File: src/rtl/ex.sv
// ---------------------------------------------------------------------------
// Module  : ex
// Brief   : Execute stage - logic/shift/arith ALU plus a 32-cycle restoring
//           divider that stalls the pipeline while it runs.
// Revision: 1.0
// ---------------------------------------------------------------------------
`default_nettype none

module ex (
  input  logic        clk,
  input  logic        rst,
  input  logic [7:0]  aluop_i,
  input  logic [2:0]  alusel_i,
  input  logic [31:0] reg1_i,
  input  logic [31:0] reg2_i,
  input  logic [4:0]  wd_i,
  input  logic        wreg_i,
  output logic [4:0]  wd_o,
  output logic        wreg_o,
  output logic [31:0] wdata_o,
  output logic        whilo_o,
  output logic [31:0] hi_o,
  output logic [31:0] lo_o,
  output logic        stallreq_o
);

  localparam logic [7:0] OP_AND  = 8'h24;
  localparam logic [7:0] OP_OR   = 8'h25;
  localparam logic [7:0] OP_XOR  = 8'h26;
  localparam logic [7:0] OP_NOR  = 8'h27;
  localparam logic [7:0] OP_SLL  = 8'h7C;
  localparam logic [7:0] OP_SRL  = 8'h02;
  localparam logic [7:0] OP_SRA  = 8'h03;
  localparam logic [7:0] OP_ADDU = 8'h21;
  localparam logic [7:0] OP_SUBU = 8'h23;
  localparam logic [7:0] OP_SLT  = 8'h2A;
  localparam logic [7:0] OP_SLTU = 8'h2B;
  localparam logic [7:0] OP_DIV  = 8'h1A;
  localparam logic [7:0] OP_DIVU = 8'h1B;

  localparam logic [2:0] SEL_LOGIC = 3'b001;
  localparam logic [2:0] SEL_SHIFT = 3'b010;
  localparam logic [2:0] SEL_ARITH = 3'b100;

  localparam logic [1:0] S_FREE = 2'd0;
  localparam logic [1:0] S_ZERO = 2'd1;
  localparam logic [1:0] S_ON   = 2'd2;
  localparam logic [1:0] S_END  = 2'd3;

  logic [1:0]  state_q, state_d;
  logic [4:0]  cnt_q, cnt_d;
  logic [31:0] dvd_q, dvd_d;
  logic [31:0] dvs_q, dvs_d;
  logic [31:0] rem_q, rem_d;
  logic        qneg_q, qneg_d;
  logic        rneg_q, rneg_d;

  logic        w_is_div, w_signed;
  logic [31:0] w_abs1, w_abs2;
  logic [32:0] w_shift, w_sub;
  logic [31:0] w_logic, w_shres, w_arith, w_sel;
  logic [31:0] w_quot, w_rem;

  assign w_is_div = (aluop_i == OP_DIV) || (aluop_i == OP_DIVU);
  assign w_signed = (aluop_i == OP_DIV);
  assign w_abs1   = (w_signed && reg1_i[31]) ? (~reg1_i + 32'd1) : reg1_i;
  assign w_abs2   = (w_signed && reg2_i[31]) ? (~reg2_i + 32'd1) : reg2_i;

  // Restoring step: bring the next dividend bit into the partial remainder
  // and keep the difference only if the trial subtraction did not borrow.
  assign w_shift = {rem_q, dvd_q[31]};
  assign w_sub   = w_shift - {1'b0, dvs_q};

  always_ff @(posedge clk or negedge rst) begin
    if (!rst) begin
      state_q <= S_FREE;
      cnt_q   <= 5'd0;
      dvd_q   <= 32'd0;
      dvs_q   <= 32'd0;
      rem_q   <= 32'd0;
      qneg_q  <= 1'b0;
      rneg_q  <= 1'b0;
    end else begin
      state_q <= state_d;
      cnt_q   <= cnt_d;
      dvd_q   <= dvd_d;
      dvs_q   <= dvs_d;
      rem_q   <= rem_d;
      qneg_q  <= qneg_d;
      rneg_q  <= rneg_d;
    end
  end

  always_comb begin
    state_d = state_q;
    cnt_d   = cnt_q;
    dvd_d   = dvd_q;
    dvs_d   = dvs_q;
    rem_d   = rem_q;
    qneg_d  = qneg_q;
    rneg_d  = rneg_q;
    case (state_q)
      S_FREE: begin
        if (w_is_div) begin
          cnt_d = 5'd0;
          rem_d = 32'd0;
          if (reg2_i == 32'd0) begin
            state_d = S_ZERO;
            dvd_d   = 32'd0;
            dvs_d   = 32'd0;
            qneg_d  = 1'b0;
            rneg_d  = 1'b0;
          end else begin
            state_d = S_ON;
            dvd_d   = w_abs1;
            dvs_d   = w_abs2;
            qneg_d  = w_signed && (reg1_i[31] ^ reg2_i[31]);
            rneg_d  = w_signed && reg1_i[31];
          end
        end
      end
      S_ZERO: state_d = S_END;
      S_ON: begin
        if (!w_sub[32]) begin
          rem_d = w_sub[31:0];
          dvd_d = {dvd_q[30:0], 1'b1};
        end else begin
          rem_d = w_shift[31:0];
          dvd_d = {dvd_q[30:0], 1'b0};
        end
        cnt_d = cnt_q + 5'd1;
        if (cnt_q == 5'd31) begin
          state_d = S_END;
        end
      end
      default: state_d = S_FREE;
    endcase
  end

  always_comb begin
    w_quot     = qneg_q ? (~dvd_q + 32'd1) : dvd_q;
    w_rem      = rneg_q ? (~rem_q + 32'd1) : rem_q;
    whilo_o    = rst && (state_q == S_END);
    lo_o       = whilo_o ? w_quot : 32'd0;
    hi_o       = whilo_o ? w_rem  : 32'd0;
    stallreq_o = rst && ((state_q == S_ZERO) || (state_q == S_ON) ||
                         ((state_q == S_FREE) && w_is_div));
  end

  always_comb begin
    w_logic = 32'd0;
    w_shres = 32'd0;
    w_arith = 32'd0;
    case (aluop_i)
      OP_AND:  w_logic = reg1_i & reg2_i;
      OP_OR:   w_logic = reg1_i | reg2_i;
      OP_XOR:  w_logic = reg1_i ^ reg2_i;
      OP_NOR:  w_logic = ~(reg1_i | reg2_i);
      OP_SLL:  w_shres = reg2_i << reg1_i[4:0];
      OP_SRL:  w_shres = reg2_i >> reg1_i[4:0];
      OP_SRA:  w_shres = $signed(reg2_i) >>> reg1_i[4:0];
      OP_ADDU: w_arith = reg1_i + reg2_i;
      OP_SUBU: w_arith = reg1_i - reg2_i;
      OP_SLT:  w_arith = {31'd0, ($signed(reg1_i) < $signed(reg2_i))};
      OP_SLTU: w_arith = {31'd0, (reg1_i < reg2_i)};
      default: ;
    endcase
    case (alusel_i)
      SEL_LOGIC: w_sel = w_logic;
      SEL_SHIFT: w_sel = w_shres;
      SEL_ARITH: w_sel = w_arith;
      default:   w_sel = 32'd0;
    endcase
  end

  assign wdata_o = rst ? w_sel  : 32'd0;
  assign wd_o    = rst ? wd_i   : 5'd0;
  assign wreg_o  = rst ? wreg_i : 1'b0;

endmodule

`default_nettype wire
File: config.mk
export PLATFORM = sky130hd
export DESIGN_NAME = ex
export DESIGN_NICKNAME = d
export VERILOG_FILES = /design/src/rtl/ex.sv
export SDC_FILE = /design/constraint.sdc
export NUM_CORES = 1
export LEC_CHECK = 0
export BUFFER_PORTS_ARGS = -buffer_cell sky130_fd_sc_hd__buf_4
export CORE_MARGIN = 2
export CORE_UTILIZATION = 55
export DETAILED_ROUTE_END_ITERATION = 10
export MAX_ROUTING_LAYER = met4
export PLACE_DENSITY = 0.75
export SYNTH_ARGS = -nofsm -noshare
export SYNTH_HDL_FRONTEND = slang
export SYNTH_SLANG_ARGS = --single-unit
File: constraint.sdc
create_clock -name clk -period 9.45 [get_ports clk]
set_clock_uncertainty 0.05 [all_clocks]
set_input_delay 0.945 -clock clk [delete_from_list [all_inputs] [get_ports clk]]
set_output_delay 0.945 -clock clk [all_outputs]
set_load 0.01 [all_outputs]
==> impl_metrics.csv, run 1 <==
group,metric,value,unit
cells_and_area,final_cell_mix,"303 x nor2_1, 255 x o21ai_0, 243 x nand2_1",
clock_tree,path_clk_slew,0.08,ns
placed_design,pre_cts_slack,3.63,ns
global_routing,gr-usage-all-layers,45.0,%
synthesis,synthArstFlopShare,100,%
sta,fin_crit_sh,63.3,%
sta,setup_violations,0,
setup_path,critPathSlowestCell,"ha_1",
sta,setup_ws,3.47,ns
status,status,"finished clean",
clock_tree,clock-sinks,105,
sta,worst_pin_slew,1.15,ns
cells_and_area,fin_util,61.6,%
clock_tree,cts_tree,"yes",
die,rows,65,
setup_path,crit_path_frequent_cell,"buf_4",
drt,viasPerCell,6.71,
synthesis,synth_cell_types,77,
global_routing,grt_pass1_wl,113000,um
drt,drt-initial-drc-count,2563,
setup_path,path_cells,"buf_4, inv_1, ha_1, a21o_1, o2111ai_1, nand3_1, o21ai_0, a21oi_1, a2111oi_0, nor3_1, xnor2_1, a22o_1, buf_4",
synthesis,synth_top_flop_cell,"dfrtp_1",
sta,rsz0062_at_grt,"no",
setup_path,required,8.46,ns
synthesis,synth_fp_nets,2800,
setup_path,crit_family,"compound AO/OA/AOI/OAI gates",
global_routing,antenna_found_initial,2,
sta,max_slew_margin,23.0,%
sta,slew_violations,0,
drt,antenna_left,0,
placed_design,numPlacedInstances,3030,
synthesis,synth-seq-cells,105,
pwr,ir_drop,0.174,mV
clock_tree,cts.repair.resized,0,
sta,finalSetupTns,0,ns
setup_path,crit_fanout,61,
die,dieHeight,184,um
synthesis,syn_area,0.0179,sq mm
cells_and_area,finalNonFillerCells,3048,
setup_path,critPathArrivalTime,4.98,ns
pwr,p_per_area,182,mW/mm^2
clock_tree,cts_setup_buffers,0,
die,ios,187,
run,cap_viol_max_count,0,
sta,hold_viol_final,0,
clock_tree,clockBufferDepth,2,
global_routing,overflow,0,
cells_and_area,layout_commonest_cell,"nor2_1",
setup_path,end_kind,"output pin",
synthesis,synth_edf_count,0,
drt,wl_per_cell,24.6,um
setup_path,crit_type,"in2out",
placed_design,numPortBuffers,186,
placed_design,place_congestion,1.17,
clock_tree,cts_inserted_buffers,9,
drt,drc,0,
drt,num_vias,20440,
cells_and_area,fin_nets,2833,
hold_path,hold_class,"reg2reg",
synthesis,synth_seq_area_share,14.7,%
synthesis,ys_warn_count,0,
clock_tree,clock-root-buffer,"clkbuf_16",
synthesis,synth_cells,2573,
global_routing,first_global_vias,18825,
cells_and_area,seq_area,0.00263,sq mm
drt,wirelength,75000,um
cells_and_area,multiInputGateArea,0.0140,sq mm
drt,firstDrtPassIters,8,
setup_path,cpPeakStageDelay,0.54,ns
sta,fmax,167,MHz
setup_path,cp-start-kind,"input pin",
die,core,0.0318,sq mm
synthesis,syn_area_per_cell,6.94,sq um
global_routing,grt_max_degree,73,
die,dieArea,0.0339,sq mm
placed_design,dp.final_hpwl,58000,um
clock_tree,cts_hold_buf,0,
cells_and_area,syn_to_final_growth,9.66,%
pwr,p_leak,8.33,nW
clock_tree,cts.htree.levels,3,
die,initial_core_util,56.2,%
setup_path,cp_num_buf_inv,3,
cells_and_area,drive_gt1_share,10.4,%
sta,period_needed,5.98,ns
die,die_x,184,um
clock_tree,insertion_delay,0.36,ns
cells_and_area,fillers,2949,
==> worst reg2reg max path: stages, from the launching register on <==
cell and delay [ns]:
dfrtp_1 0.39, inv_1 0.12, ha_1 0.19, inv_1 0.06
fa_1 0.42, a211oi_1 0.30, o21ai_0 0.22, nand4_1 0.15
a31oi_1 0.15, o2111ai_1 0.24, nand3_1 0.21, xor2_4 0.94
nand2_1 0.49, o21ai_0 0.35
==> routing by layer <==
layer	up-vias	GRT usage (%)	share of wire, %	routed length [um]
met1	9569	56.4	39	29200
met3	292	6.90	10	7470
met2	1312	66.4	43	32100
li1	9267	-	-	-
met4	0	31.3	8.3	6230
met5	-	-	0	0
==> layout make-up <==
type | count | area share, %
multi-input cells | 2138 | 71.6
flip-flops and latches | 105 | 13.4
repair buffers | 205 | 7.86
inverters | 147 | 2.82
well taps | 435 | 2.78
clock buffers | 9 | 1.15
clock inverters | 7 | 0.364
diodes | 2 | 0.0256
==> per-stage QoR <==
step | hold slack (ns) | area (sq um) | total power, W
global route | 0.473 | 19600 | 0.00384
detailed placement | 0.420 | 19300 | 0.00311
finish | 0.436 | 19600 | 0.00356
global placement | 0.414 | 19300 | 0.00302
CTS | 0.438 | 19600 | 0.00350
floorplan | 0.400 | 17900 | 0.00248
==> Yosys cell counts (24+ instances only) <==
library cell,number,share of area [%]
o211ai_1,24,1.0
nor3_1,61,1.7
mux2i_1,105,5.9
xnor2_1,139,6.8
o21ai_0,256,7.2
clkbuf_1,154,3.2
ha_1,141,9.9
o22ai_1,29,1.0
a31oi_1,29,1.0
xor2_1,71,3.5
nand2_1,244,5.1
a211oi_1,45,1.9
a21oi_1,232,6.5
a21o_1,40,1.7
o31ai_1,43,1.8
dfrtp_1,105,15
nor2_1,303,6.4
nand3_1,38,1.1
inv_1,144,3.0
==> cells by family (layout without fill, tap and decap cells) <==
logic type	Yosys count	after routing	share of synthesized area, %
multiplexers	123	123	7.71
AO/OA/AOI/OAI	852	852	29.4
adder cells (fa/ha/maj)	144	144	10.2
flip-flops	105	105	14.7
other	0	2	0
XOR/XNOR	210	210	10.3
AND/OR/NAND/NOR	809	809	20.6
buffers and inverters	330	368	7.08
==> worst paths after layout <==
check | start | endpoint | slack (ns) | cells after the start
setup / recovery | reg1_i[4] | wdata_o[31] | 3.47 | 13
hold / removal | dvs_q[2] | dvs_q[2] | 0.44 | 2
setup reg to reg | dvd_q[31] | rem_q[30] | 5.08 | 13
hold reg to reg | dvs_q[2] | dvs_q[2] | 0.44 | 2
max in group asynchronous | rst | dvd_q[3] | 7.45 | 2
min in group asynchronous | rst | qneg_q | 0.59 | 1
==> report_power, final <==
group,total (W),switching [W],leakage [nW],internal [W]
logic,0.00238,0.00146,6.83,0.000921
clock network,0.000376,0.000189,0.146,0.000187
registers,0.000808,0.000210,1.35,0.000598
total,0.00356,0.00186,8.33,0.00171
==> flip-flops by register name (all words and copies together) (netlist names) <==
register	count
cnt_q	5
dvd_q	32
dvs_q	32
qneg_q	1
rem_q	32
rneg_q	1
state_q	2
Power figures use the tool's default switching activity.
==> run 2: changes to the inputs <==
==> constraint.sdc (replaced) <==
create_clock -name clk -period 5.9 [get_ports clk]
set_clock_uncertainty 0.05 [all_clocks]
set_input_delay 0.59 -clock clk [delete_from_list [all_inputs] [get_ports clk]]
set_output_delay 0.59 -clock clk [all_outputs]
set_load 0.01 [all_outputs]
==> run 2 against run 1 <==
Effect of this change: power rose by 64%; via count rose by 2.3%; sequential share of layout area fell by 0.11 points; register-to-register slack got worse by 3.1 ns; critical endpoint is now wdata_o[30].
==> impl_metrics.csv, run 2 (synthesis results as in run 1) <==
group,metric,value,unit
setup_path,end_kind,"output pin",
sta,fin_crit_sh,90.2,%
cells_and_area,fillers,2817,
run,cap_viol_max_count,0,
cells_and_area,drive_gt1_share,11.0,%
pwr,ir_drop,0.297,mV
clock_tree,cts_setup_buffers,0,
cells_and_area,fin_nets,2852,
drt,wirelength,78100,um
status,status,"finished clean",
placed_design,numPortBuffers,186,
die,dieHeight,184,um
sta,setup_violations,0,
drt,antenna_left,0,
setup_path,crit_type,"in2out",
cells_and_area,layout_commonest_cell,"nor2_1",
global_routing,overflow,0,
cells_and_area,syn_to_final_growth,10.5,%
drt,num_vias,20913,
drt,drc,0,
cells_and_area,top_regs,"dvd_q x32, dvs_q x32, rem_q x32",
sta,finalSetupTns,0,ns
drt,viasPerCell,6.81,
die,rows,65,
drt,wl_per_cell,25.5,um
die,dieArea,0.0339,sq mm
die,core,0.0318,sq mm
placed_design,dp.final_hpwl,59900,um
sta,period_needed,5.32,ns
global_routing,grt_pass1_wl,117000,um
sta,fmax,188,MHz
sta,slew_violations,0,
placed_design,place_congestion,1.21,
clock_tree,insertion_delay,0.36,ns
setup_path,cpPeakStageDelay,0.55,ns
global_routing,gr-usage-all-layers,46.4,%
drt,drt-initial-drc-count,2784,
die,ios,187,
clock_tree,path_clk_slew,0.08,ns
setup_path,critPathArrivalTime,4.68,ns
drt,firstDrtPassIters,6,
sta,hold_viol_final,0,
clock_tree,clockBufferDepth,2,
clock_tree,cts_hold_buf,0,
global_routing,grt_max_degree,69,
setup_path,critPathSlowestCell,"o31ai_1",
global_routing,first_global_vias,19552,
clock_tree,cts.htree.levels,3,
pwr,p_leak,8.43,nW
die,initial_core_util,56.2,%
sta,max_slew_margin,13.1,%
setup_path,crit_family,"compound AO/OA/AOI/OAI gates",
setup_path,cp-start-kind,"input pin",
clock_tree,cts.repair.resized,0,
hold_path,hold_class,"in2async",
clock_tree,clock-sinks,105,
setup_path,path_cells,"buf_4, inv_1, ha_1, inv_1, fa_1, nand2b_1, a21oi_1, o21ba_2, o31ai_1, nand2_1, a211oi_1, o221ai_1, a31oi_1, xnor2_1, o22ai_1, buf_4",
sta,rsz0062_at_grt,"no",
pwr,p_per_area,295,mW/mm^2
sta,worst_pin_slew,1.29,ns
setup_path,r2r_slack,1.98,ns
clock_tree,cts_inserted_buffers,9,
cells_and_area,final_cell_mix,"303 x nor2_1, 255 x o21ai_0, 243 x nand2_1",
setup_path,required,5.26,ns
setup_path,crit_fanout,20,
clock_tree,cts_tree,"yes",
die,die_x,184,um
clock_tree,clock-root-buffer,"clkbuf_16",
setup_path,cp_num_buf_inv,4,
global_routing,antenna_found_initial,4,
sta,whs,0.0947,ns
==> run 2: changes by cell type in the layout (fill, tap and decap cells not counted) <==
cell,change
diode_2,+2
clkinv_4,-1
clkinv_8,+1
buf_4,+19
==> run 2: worst paths after layout <==
kind / from / to / depth (start not counted)
worst max-delay path: reg1_i[0] / wdata_o[30] / 16
worst min-delay path: rst / dvd_q[17] / 1
worst max register to register: dvd_q[31] / rem_q[26] / 14
worst min register to register: dvs_q[8] / dvs_q[8] / 2
max in group asynchronous: rst / dvs_q[20] / 3
min in group clk: dvs_q[8] / dvs_q[8] / 2
==> run 2: layer usage <==
metal	vias to the layer above	GRT usage (%)	share of wire, %
li1	9325	-	-
met1	9718	56.3	37
met2	1537	69.9	43
met3	333	10.6	12
met4	0	28.8	7.4
met5	-	-	0
==> run 2: through the flow <==
step           power, W  worst slack (ns)  std cells  utilization (%)  cell area [sq um]
2_1_floorplan   0.00397              1.37       2573                -              17900
6_report        0.00583             0.577       3069             62.1              19700
3_3_place_gp    0.00486             0.932       3049             61.1              19400
4_1_cts         0.00569             0.833       3065             62.0              19700
5_1_grt         0.00621             0.590       3068             62.1              19700
3_5_place_dp    0.00502             0.849       3049             61.1              19400
==> run 2: power by group <==
| part | internal (W) | switching (W) |
|---|---|---|
| clock network | 0.000302 | 0.000310 |
| registers | 0.000958 | 0.000353 |
| logic | 0.00149 | 0.00242 |
| total | 0.00275 | 0.00308 |
==> run 2: final cells by class <==
| class | instances | area [sq um] | area share [%] |
|---|---|---|---|
| multi-input cells | 2138 | 14000 | 71.0 |
| flip-flops and latches | 105 | 2630 | 13.3 |
| repair buffers | 224 | 1680 | 8.52 |
| inverters | 147 | 552 | 2.80 |
| well taps | 435 | 544 | 2.76 |
| clock buffers | 9 | 225 | 1.14 |
| clock inverters | 7 | 78.8 | 0.399 |
| diodes | 4 | 10.0 | 0.0507 |
==> run 2: worst register-to-register path, stage by stage (launching register included) <==
cell and delay, ns:
dfrtp_1 0.40, inv_1 0.14, ha_1 0.19, inv_1 0.06, fa_1 0.42, a211oi_1 0.31, o21ai_0 0.19, nand4_1 0.13
a31oi_1 0.14, o21ai_0 0.49, o21ai_0 0.24, a31oi_1 0.57, o21bai_1 0.20, xnor2_1 0.19, o21ai_0 0.09
